## src/rtl/prog_adr_dec_if.sv

```systemverilog
// Request/response, region-config and fault-capture signals of prog_adr_dec.
// master = requester/configurer, slave = decoder.
interface prog_adr_dec_if #(
   parameter int PA_BITS  = 34,
   parameter int NREGIONS = 8
);
   localparam int IW = $clog2(NREGIONS);

   logic                CfgWrEn;
   logic [IW-1:0]       CfgIdx;
   logic [PA_BITS-1:0]  CfgBase;
   logic [PA_BITS-1:0]  CfgRange;
   logic [2:0]          CfgPerm;
   logic [3:0]          CfgSizes;
   logic                CfgEnable;

   logic                ReqValid;
   logic                ReqReady;
   logic [PA_BITS-1:0]  PhysicalAddress;
   logic [1:0]          Size;
   logic                AccessR;
   logic                AccessW;
   logic                AccessX;

   logic                RespValid;
   logic                RespReady;
   logic [NREGIONS:0]   SelRegions;
   logic                RespFault;

   logic                FaultValid;
   logic [PA_BITS-1:0]  FaultAddress;
   logic                FaultClear;

   modport master (
      output CfgWrEn, CfgIdx, CfgBase, CfgRange, CfgPerm, CfgSizes, CfgEnable,
      output ReqValid, PhysicalAddress, Size, AccessR, AccessW, AccessX,
      output RespReady, FaultClear,
      input  ReqReady, RespValid, SelRegions, RespFault, FaultValid, FaultAddress
   );

   modport slave (
      input  CfgWrEn, CfgIdx, CfgBase, CfgRange, CfgPerm, CfgSizes, CfgEnable,
      input  ReqValid, PhysicalAddress, Size, AccessR, AccessW, AccessX,
      input  RespReady, FaultClear,
      output ReqReady, RespValid, SelRegions, RespFault, FaultValid, FaultAddress
   );
endinterface

```

## src/rtl/prog_adr_dec.sv

```systemverilog
// Programmable address decoder: NREGIONS base/mask windows, lowest-index priority, 1-cycle latency.
// Optional fault-address capture enabled by `define PROG_ADR_DEC_FAULT_CAPTURE_EN.
module prog_adr_dec_region #(
   parameter int PA_BITS = 34
) (
   input  logic               clk,
   input  logic               reset,
   input  logic               wr_en,
   input  logic [PA_BITS-1:0] cfg_base,
   input  logic [PA_BITS-1:0] cfg_range,
   input  logic [2:0]         cfg_perm,
   input  logic [3:0]         cfg_sizes,
   input  logic               cfg_enable,
   input  logic [PA_BITS-1:0] addr,
   input  logic [1:0]         size,
   input  logic [2:0]         access,
   output logic               hit
);
   typedef struct packed {
      logic               enable;
      logic [PA_BITS-1:0] base;
      logic [PA_BITS-1:0] range;
      logic [2:0]         perm;
      logic [3:0]         sizes;
   } entry_t;

   entry_t ent_q;

   always_ff @(posedge clk or posedge reset) begin
      if (reset) begin
         ent_q <= '0;
      end else if (wr_en) begin
         ent_q.enable <= cfg_enable;
         ent_q.base   <= cfg_base;
         ent_q.range  <= cfg_range;
         ent_q.perm   <= cfg_perm;
         ent_q.sizes  <= cfg_sizes;
      end
   end

   // Pure bitwise mask compare: no carries, all-ones range matches anything.
   assign hit = ent_q.enable
              && ((addr & ~ent_q.range) == (ent_q.base & ~ent_q.range))
              && ent_q.sizes[size]
              && ((access & ~ent_q.perm) == 3'b000);
endmodule

module prog_adr_dec #(
   parameter int PA_BITS  = 34,
   parameter int NREGIONS = 8
) (
   input  logic             clk,
   input  logic             reset,
   prog_adr_dec_if.slave    bus
);
   localparam int IW = $clog2(NREGIONS);

   logic [NREGIONS-1:0] hit;
   logic [NREGIONS:0]   sel_d;
   logic [NREGIONS:0]   sel_q;
   logic                found;
   logic                resp_valid_q;
   logic                fault_q;
   logic                req_ready;
   logic                accept;

   // Writes with CfgIdx >= NREGIONS match no instance and are dropped.
   for (genvar i = 0; i < NREGIONS; i++) begin : g_region
      prog_adr_dec_region #(.PA_BITS(PA_BITS)) u_region (
         .clk        (clk),
         .reset      (reset),
         .wr_en      (bus.CfgWrEn && (bus.CfgIdx == IW'(i))),
         .cfg_base   (bus.CfgBase),
         .cfg_range  (bus.CfgRange),
         .cfg_perm   (bus.CfgPerm),
         .cfg_sizes  (bus.CfgSizes),
         .cfg_enable (bus.CfgEnable),
         .addr       (bus.PhysicalAddress),
         .size       (bus.Size),
         .access     ({bus.AccessX, bus.AccessW, bus.AccessR}),
         .hit        (hit[i])
      );
   end

   always_comb begin
      sel_d = '0;
      found = 1'b0;
      for (int i = 0; i < NREGIONS; i++) begin
         if (hit[i] && !found) begin
            sel_d[i+1] = 1'b1;
            found      = 1'b1;
         end
      end
      sel_d[0] = ~found;
   end

   assign req_ready = ~resp_valid_q | bus.RespReady;
   assign accept    = bus.ReqValid & req_ready;

   always_ff @(posedge clk or posedge reset) begin
      if (reset) begin
         resp_valid_q <= 1'b0;
         sel_q        <= (NREGIONS+1)'(1);
         fault_q      <= 1'b0;
      end else if (accept) begin
         resp_valid_q <= 1'b1;
         sel_q        <= sel_d;
         fault_q      <= ~found;
      end else if (bus.RespReady) begin
         resp_valid_q <= 1'b0;
      end
   end

   assign bus.ReqReady   = req_ready;
   assign bus.RespValid  = resp_valid_q;
   assign bus.SelRegions = sel_q;
   assign bus.RespFault  = fault_q;

`ifdef PROG_ADR_DEC_FAULT_CAPTURE_EN
   logic               fault_valid_q;
   logic [PA_BITS-1:0] fault_addr_q;

   // A clear in the same cycle as a new fault re-arms and captures at once.
   always_ff @(posedge clk or posedge reset) begin
      if (reset) begin
         fault_valid_q <= 1'b0;
         fault_addr_q  <= '0;
      end else if (accept && !found && (!fault_valid_q || bus.FaultClear)) begin
         fault_valid_q <= 1'b1;
         fault_addr_q  <= bus.PhysicalAddress;
      end else if (bus.FaultClear) begin
         fault_valid_q <= 1'b0;
      end
   end

   assign bus.FaultValid   = fault_valid_q;
   assign bus.FaultAddress = fault_addr_q;
`else
   logic unused_fault_clear;
   assign unused_fault_clear = bus.FaultClear;
   assign bus.FaultValid     = 1'b0;
   assign bus.FaultAddress   = '0;
`endif
endmodule
```

## src/flat_wrapper.sv

```systemverilog
// flat-port wrapper written by rule: the top's interface ports become plain ports
module prog_adr_dec_flat 
#(
   parameter int PA_BITS  = 34,
   parameter int NREGIONS = 8
)
  (clk, reset, bus_CfgWrEn, bus_CfgIdx, bus_CfgBase, bus_CfgRange, bus_CfgPerm, bus_CfgSizes, bus_CfgEnable, bus_ReqValid, bus_PhysicalAddress, bus_Size, bus_AccessR, bus_AccessW, bus_AccessX, bus_RespReady, bus_FaultClear, bus_ReqReady, bus_RespValid, bus_SelRegions, bus_RespFault, bus_FaultValid, bus_FaultAddress);
  prog_adr_dec_if #(.PA_BITS(PA_BITS), .NREGIONS(NREGIONS)) bus_i ();
  input  logic clk;
  input  logic reset;
  input wire logic [$bits(bus_i.CfgWrEn)-1:0] bus_CfgWrEn;
  input wire logic [$bits(bus_i.CfgIdx)-1:0] bus_CfgIdx;
  input wire logic [$bits(bus_i.CfgBase)-1:0] bus_CfgBase;
  input wire logic [$bits(bus_i.CfgRange)-1:0] bus_CfgRange;
  input wire logic [$bits(bus_i.CfgPerm)-1:0] bus_CfgPerm;
  input wire logic [$bits(bus_i.CfgSizes)-1:0] bus_CfgSizes;
  input wire logic [$bits(bus_i.CfgEnable)-1:0] bus_CfgEnable;
  input wire logic [$bits(bus_i.ReqValid)-1:0] bus_ReqValid;
  input wire logic [$bits(bus_i.PhysicalAddress)-1:0] bus_PhysicalAddress;
  input wire logic [$bits(bus_i.Size)-1:0] bus_Size;
  input wire logic [$bits(bus_i.AccessR)-1:0] bus_AccessR;
  input wire logic [$bits(bus_i.AccessW)-1:0] bus_AccessW;
  input wire logic [$bits(bus_i.AccessX)-1:0] bus_AccessX;
  input wire logic [$bits(bus_i.RespReady)-1:0] bus_RespReady;
  input wire logic [$bits(bus_i.FaultClear)-1:0] bus_FaultClear;
  output wire logic [$bits(bus_i.ReqReady)-1:0] bus_ReqReady;
  output wire logic [$bits(bus_i.RespValid)-1:0] bus_RespValid;
  output wire logic [$bits(bus_i.SelRegions)-1:0] bus_SelRegions;
  output wire logic [$bits(bus_i.RespFault)-1:0] bus_RespFault;
  output wire logic [$bits(bus_i.FaultValid)-1:0] bus_FaultValid;
  output wire logic [$bits(bus_i.FaultAddress)-1:0] bus_FaultAddress;
  assign bus_i.CfgWrEn = bus_CfgWrEn;
  assign bus_i.CfgIdx = bus_CfgIdx;
  assign bus_i.CfgBase = bus_CfgBase;
  assign bus_i.CfgRange = bus_CfgRange;
  assign bus_i.CfgPerm = bus_CfgPerm;
  assign bus_i.CfgSizes = bus_CfgSizes;
  assign bus_i.CfgEnable = bus_CfgEnable;
  assign bus_i.ReqValid = bus_ReqValid;
  assign bus_i.PhysicalAddress = bus_PhysicalAddress;
  assign bus_i.Size = bus_Size;
  assign bus_i.AccessR = bus_AccessR;
  assign bus_i.AccessW = bus_AccessW;
  assign bus_i.AccessX = bus_AccessX;
  assign bus_i.RespReady = bus_RespReady;
  assign bus_i.FaultClear = bus_FaultClear;
  assign bus_ReqReady = bus_i.ReqReady;
  assign bus_RespValid = bus_i.RespValid;
  assign bus_SelRegions = bus_i.SelRegions;
  assign bus_RespFault = bus_i.RespFault;
  assign bus_FaultValid = bus_i.FaultValid;
  assign bus_FaultAddress = bus_i.FaultAddress;
  prog_adr_dec #(.PA_BITS(PA_BITS), .NREGIONS(NREGIONS)) u_core (.clk(clk), .reset(reset), .bus(bus_i));
endmodule
```

## config.mk

```make
export PLATFORM = sky130hd
export DESIGN_NAME = prog_adr_dec_flat
export DESIGN_NICKNAME = d
export VERILOG_FILES = /design/src/rtl/prog_adr_dec_if.sv /design/src/rtl/prog_adr_dec.sv /design/src/flat_wrapper.sv
export SDC_FILE = /design/constraint.sdc
export NUM_CORES = 1
export LEC_CHECK = 0
export ABC_AREA = 0
export BUFFER_PORTS_ARGS = -buffer_cell sky130_fd_sc_hd__buf_2
export CORE_ASPECT_RATIO = 1.2
export CORE_MARGIN = 10
export CORE_UTILIZATION = 25
export CTS_CLUSTER_DIAMETER = 80
export DETAILED_ROUTE_END_ITERATION = 8
export SLEW_MARGIN = 20
export SYNTH_ARGS = -nofsm -noshare
export SYNTH_HDL_FRONTEND = slang
export SYNTH_SLANG_ARGS = --single-unit
```

## constraint.sdc

```tcl
create_clock -name clk -period 26.2 [get_ports clk]
set_clock_uncertainty 0.05 [all_clocks]
set_input_delay 5.24 -clock clk [delete_from_list [all_inputs] [get_ports clk]]
set_output_delay 5.24 -clock clk [all_outputs]
set_load 0.01 [all_outputs]
```

==> results by stage <==
Floorplan:
- The die is 383 um tall.
- The number of I/O pins is 171.
- Measured along the x axis, the die boundary spans between 300 and 400 um.
- The number of rows created at floorplan is 133.
- The die covers 123,000 um^2.
- The floorplan step defined a core boundary enclosing 109,000 um^2.
- For this configuration, the core starts out at a cell density of 25.1%.

Cells and area:
- The utilization after layout is 29.0%.
- The post-route netlist has between 40% and 50% of its cells at a drive strength greater than 1.
- The total number of nets in the final design is 2,179.
- The number of filler cells placed in the layout is 11,100.
- The synthesis-to-finish area growth is 15.6%.
- The final standard cell count with taps included and fillers excluded is 3,529.

Clock tree:
- The register clock-pin slew on the reported worst setup and hold paths is about 0.06 ns.
- CTS built an H-tree with a depth of 3.
- No sink is reached through more buffers than the 3 on the longest clock path.
- Counting every sink on the clock net gives 619.
- In this run the post-CTS setup repair buffer count came out at 0.
- CTS placed an instance of sky130_fd_sc_hd__clkbuf_16 at the clock tree root.
- The number of CTS-inserted buffers is 67.
- The total of hold buffers inserted after clock tree synthesis is 0.
- TritonCTS built the clock tree.
- The clock insertion delay at the later pin of the skew report is 0.61 ns.
- Gates resized during post-CTS repair numbered 0.

Global routing:
- The aggregate global-route resource usage is 12.6%.
- The via count of the first global-routing pass is 16,600.
- The maximum number of pins on one net before global-route repair is 152.
- The overall overflow remaining after global route is 0.
- The initial antenna violation count is 32.
- The wire length of the first global-routing pass is 115 mm.

Route:
- The count of nets left with antenna violations once routing finished came out at 0.
- The wire length per cell after detailed routing is 22.4 um.
- Using the TritonRoute via totals, the vias-per-cell ratio works out to 4.49.
- The violation count after the first detailed-routing iteration is 971.
- For this run, design rule violations remaining after detail routing come to 0.
- Summing over every cut layer, the via total after detailed routing is 15,800.
- After detailed routing, the total wire length is 79.0 mm.
- The first-pass iteration count of the detailed router is 4.

Min path:
- The path class of the tightest hold or removal check is register to register.

Setup path:
- At the worst endpoint, the required time is 20.91 ns.
- By startpoint and endpoint, the worst setup path is classified as input pin to output pin.
- Of all nets on the critical path, the largest fanout is 3.
- STA classifies the critical path startpoint as an input pin.
- The worst endpoint data arrival time is just over 6 ns.
- STA classifies the critical path endpoint as an output pin.

Yosys:
- For this run, asynchronously set or reset flops after synthesis account for 100%.
- In the synthesized netlist the dominant register cell turns out to be sky130_fd_sc_hd__dfrtp_1.
- The unique cell type count in the Yosys netlist is 41.
- Yosys mapped a number of flops with a built-in enable equal to 0.
- The average cell area after synthesis is 14.2 um^2.
- The share of the yosys chip area belonging to registers is 56.5%.
- The summed instance area of the synthesized netlist is 27,400 um^2.
- The Yosys step of the flow raised 0 warnings.
- The number of register bits inferred by synthesis is 619.
- The number of standard cells after synthesis is 1,931.

Power and ir drop:
- VDD sags by at most 48.9 uV.
- The share of total power in combinational logic is 18.9%.
- The part of the total power dissipated in the clock network is 35.1%.
- For this design the total switching power over the nets is 756 uW.
- Summed over all cells, the static leakage comes to approximately 0.013 uW.
- Dividing total power by cell area gives a power density of 87.9 nW/um^2.
- The portion of total power attributed to sequential cells is 46.0%.
- The internal power contribution is 2030 uW.
- Of the total power, the share spent switching nets is 27.1%.

Place:
- Routability-driven placement finished with a final weighted congestion of 0.764.
- The number of placed instances, taps included, is 3,403.
- In this run the tool buffered the top-level ports with 134 buffer cells.
- After legalization and detailed placement, the total HPWL measured roughly 56 mm.

Outcome:
- The flow ran to the end, and the final reports show no timing, DRC or antenna violations.

Timing:
- The transition time at the pin with the least slew margin is between 1 and 1.5 ns.
- The worst path uses between 40% and 50% of the clock period.
- Timing would allow up to 88.4 MHz.
- The count of final hold-check violations is 0.
- Summed over all failing endpoints, the final setup total negative slack is 0 ns.
- On the final layout, the worst hold slack is 0.416 ns.
- Setup repair after global routing left no endpoint under its margin.
- The number of endpoints failing setup at the final stage is 0.
- The remaining max-slew budget at the tightest pin is 31.7%.
- Subtracting the final worst setup slack from the clock period gives between 10 and 15 ns.
- The final number of max-transition violations is 0.

Flow run:
- Across the run, the number of max-cap violations was 0.
## cell usage after synthesis, types with 7 or more instances
| cell type | count | area share (%) |
|---|---|---|
| sky130_fd_sc_hd__nand2_1 | 15 | 0.21 |
| sky130_fd_sc_hd__nor4_1 | 34 | 0.78 |
| sky130_fd_sc_hd__nand2b_1 | 9 | 0.21 |
| sky130_fd_sc_hd__dfrtp_1 | 618 | 56 |
| sky130_fd_sc_hd__buf_2 | 18 | 0.33 |
| sky130_fd_sc_hd__clkbuf_1 | 40 | 0.55 |
| sky130_fd_sc_hd__xnor2_1 | 272 | 8.7 |
| sky130_fd_sc_hd__o22ai_1 | 130 | 3.0 |
| sky130_fd_sc_hd__o21ai_0 | 9 | 0.16 |
| sky130_fd_sc_hd__nand4_1 | 7 | 0.16 |
| sky130_fd_sc_hd__buf_1 | 12 | 0.16 |
| sky130_fd_sc_hd__nor2_1 | 29 | 0.40 |
| sky130_fd_sc_hd__buf_4 | 62 | 1.7 |
| sky130_fd_sc_hd__mux2_2 | 609 | 25 |
## cell usage in the layout, fill, tap and decap left out, drive strengths merged, types with 5 or more instances in the layout
| master | instances |
|---|---|
| o21ai | 10 |
| nand3 | 5 |
| conb | 35 |
| buf | 159 |
| dfrtp | 618 |
| nand4 | 7 |
| mux2 | 613 |
| o22ai | 132 |
| o31ai | 5 |
| inv | 10 |
| xnor2 | 272 |
| nand2 | 15 |
| nand2b | 9 |
| mux2i | 5 |
| clkinv | 7 |
| clkbuf | 105 |
| nor2 | 29 |
| nor4 | 34 |
| nor3 | 5 |
## power groups by stage
stage	logic [uW]	registers, uW	clock network [uW]
after floorplan	390	1270	0
after CTS	537	1280	1000
after global placement	527	1290	0
final	526	1280	979
after detailed placement	534	1300	0
after global routing	572	1310	1040
## area by class of cell
type	count	area [um^2]	share of cell area (%)
clock inverter	17	221	0.699
timing repair buffer	159	887	2.80
multi-input combinational	1203	11200	35.4
inverter	5	26.3	0.0829
tap	1417	1770	5.59
clock buffer	105	2060	6.51
sequential	619	15500	48.9
antenna	4	10.0	0.0316
## per-stage QoR
stage,setup WS (ns),power [uW],area [um^2]
global route,14.89,2910,31700
floorplan,3.58,1660,27500
CTS,14.88,2820,31700
finish,14.88,2790,31700
detailed placement,14.88,1830,29400
global placement,14.87,1820,29400
## worst max-delay path, stage by stage
cell and delay (ns):
sky130_fd_sc_hd__buf_2 0.09, sky130_fd_sc_hd__nand2b_1 0.40, sky130_fd_sc_hd__buf_2 0.28
## layer usage
layer | GRT usage, % | up-vias | routed length [um]
met1 | 16.1 | 8308 | 34000
met2 | 21.1 | 307 | 38100
li1 | - | 7081 | -
met3 | 2.71 | 127 | 4510
met5 | 0 | - | 156
met4 | 4.03 | 26 | 2240
## registers in the layout, indices dropped and copies added, names as in the netlist
| register | cells |
|---|---|
| u_core.bus.RespFault | 1 |
| u_core.bus.RespValid | 1 |
| u_core.bus.SelRegions | 9 |
| u_core.g_region.u_region.ent_q | 608 |
## worst paths after layout
path                       slack (ns)  depth (start not counted)                                  start                                    end
max reg2reg                     23.61                          7  u_core.g_region[1].u_region.ent_q[57]                   u_core.bus.RespFault
min                              0.42                          2               u_core.bus.SelRegions[0]               u_core.bus.SelRegions[0]
min reg2reg                      0.42                          2               u_core.bus.SelRegions[0]               u_core.bus.SelRegions[0]
min in group asynchronous        4.79                          2                                  reset  u_core.g_region[6].u_region.ent_q[45]
max                             14.88                          3                          bus_RespReady                           bus_ReqReady
max in group asynchronous       18.35                          5                                  reset  u_core.g_region[6].u_region.ent_q[66]
## cell families after synthesis
kind of cell | count (synthesis) | synth area share (%)
AOI/OAI and AO/OA | 160 | 3.79
xor gates and xnor gates | 272 | 8.69
buffers and inverters | 143 | 3.09
DFF | 619 | 56.5
muxes | 621 | 25.6
other | 1 | 0.0137
and+or+nand+nor | 115 | 2.26
Power figures use the tool's default switching activity.
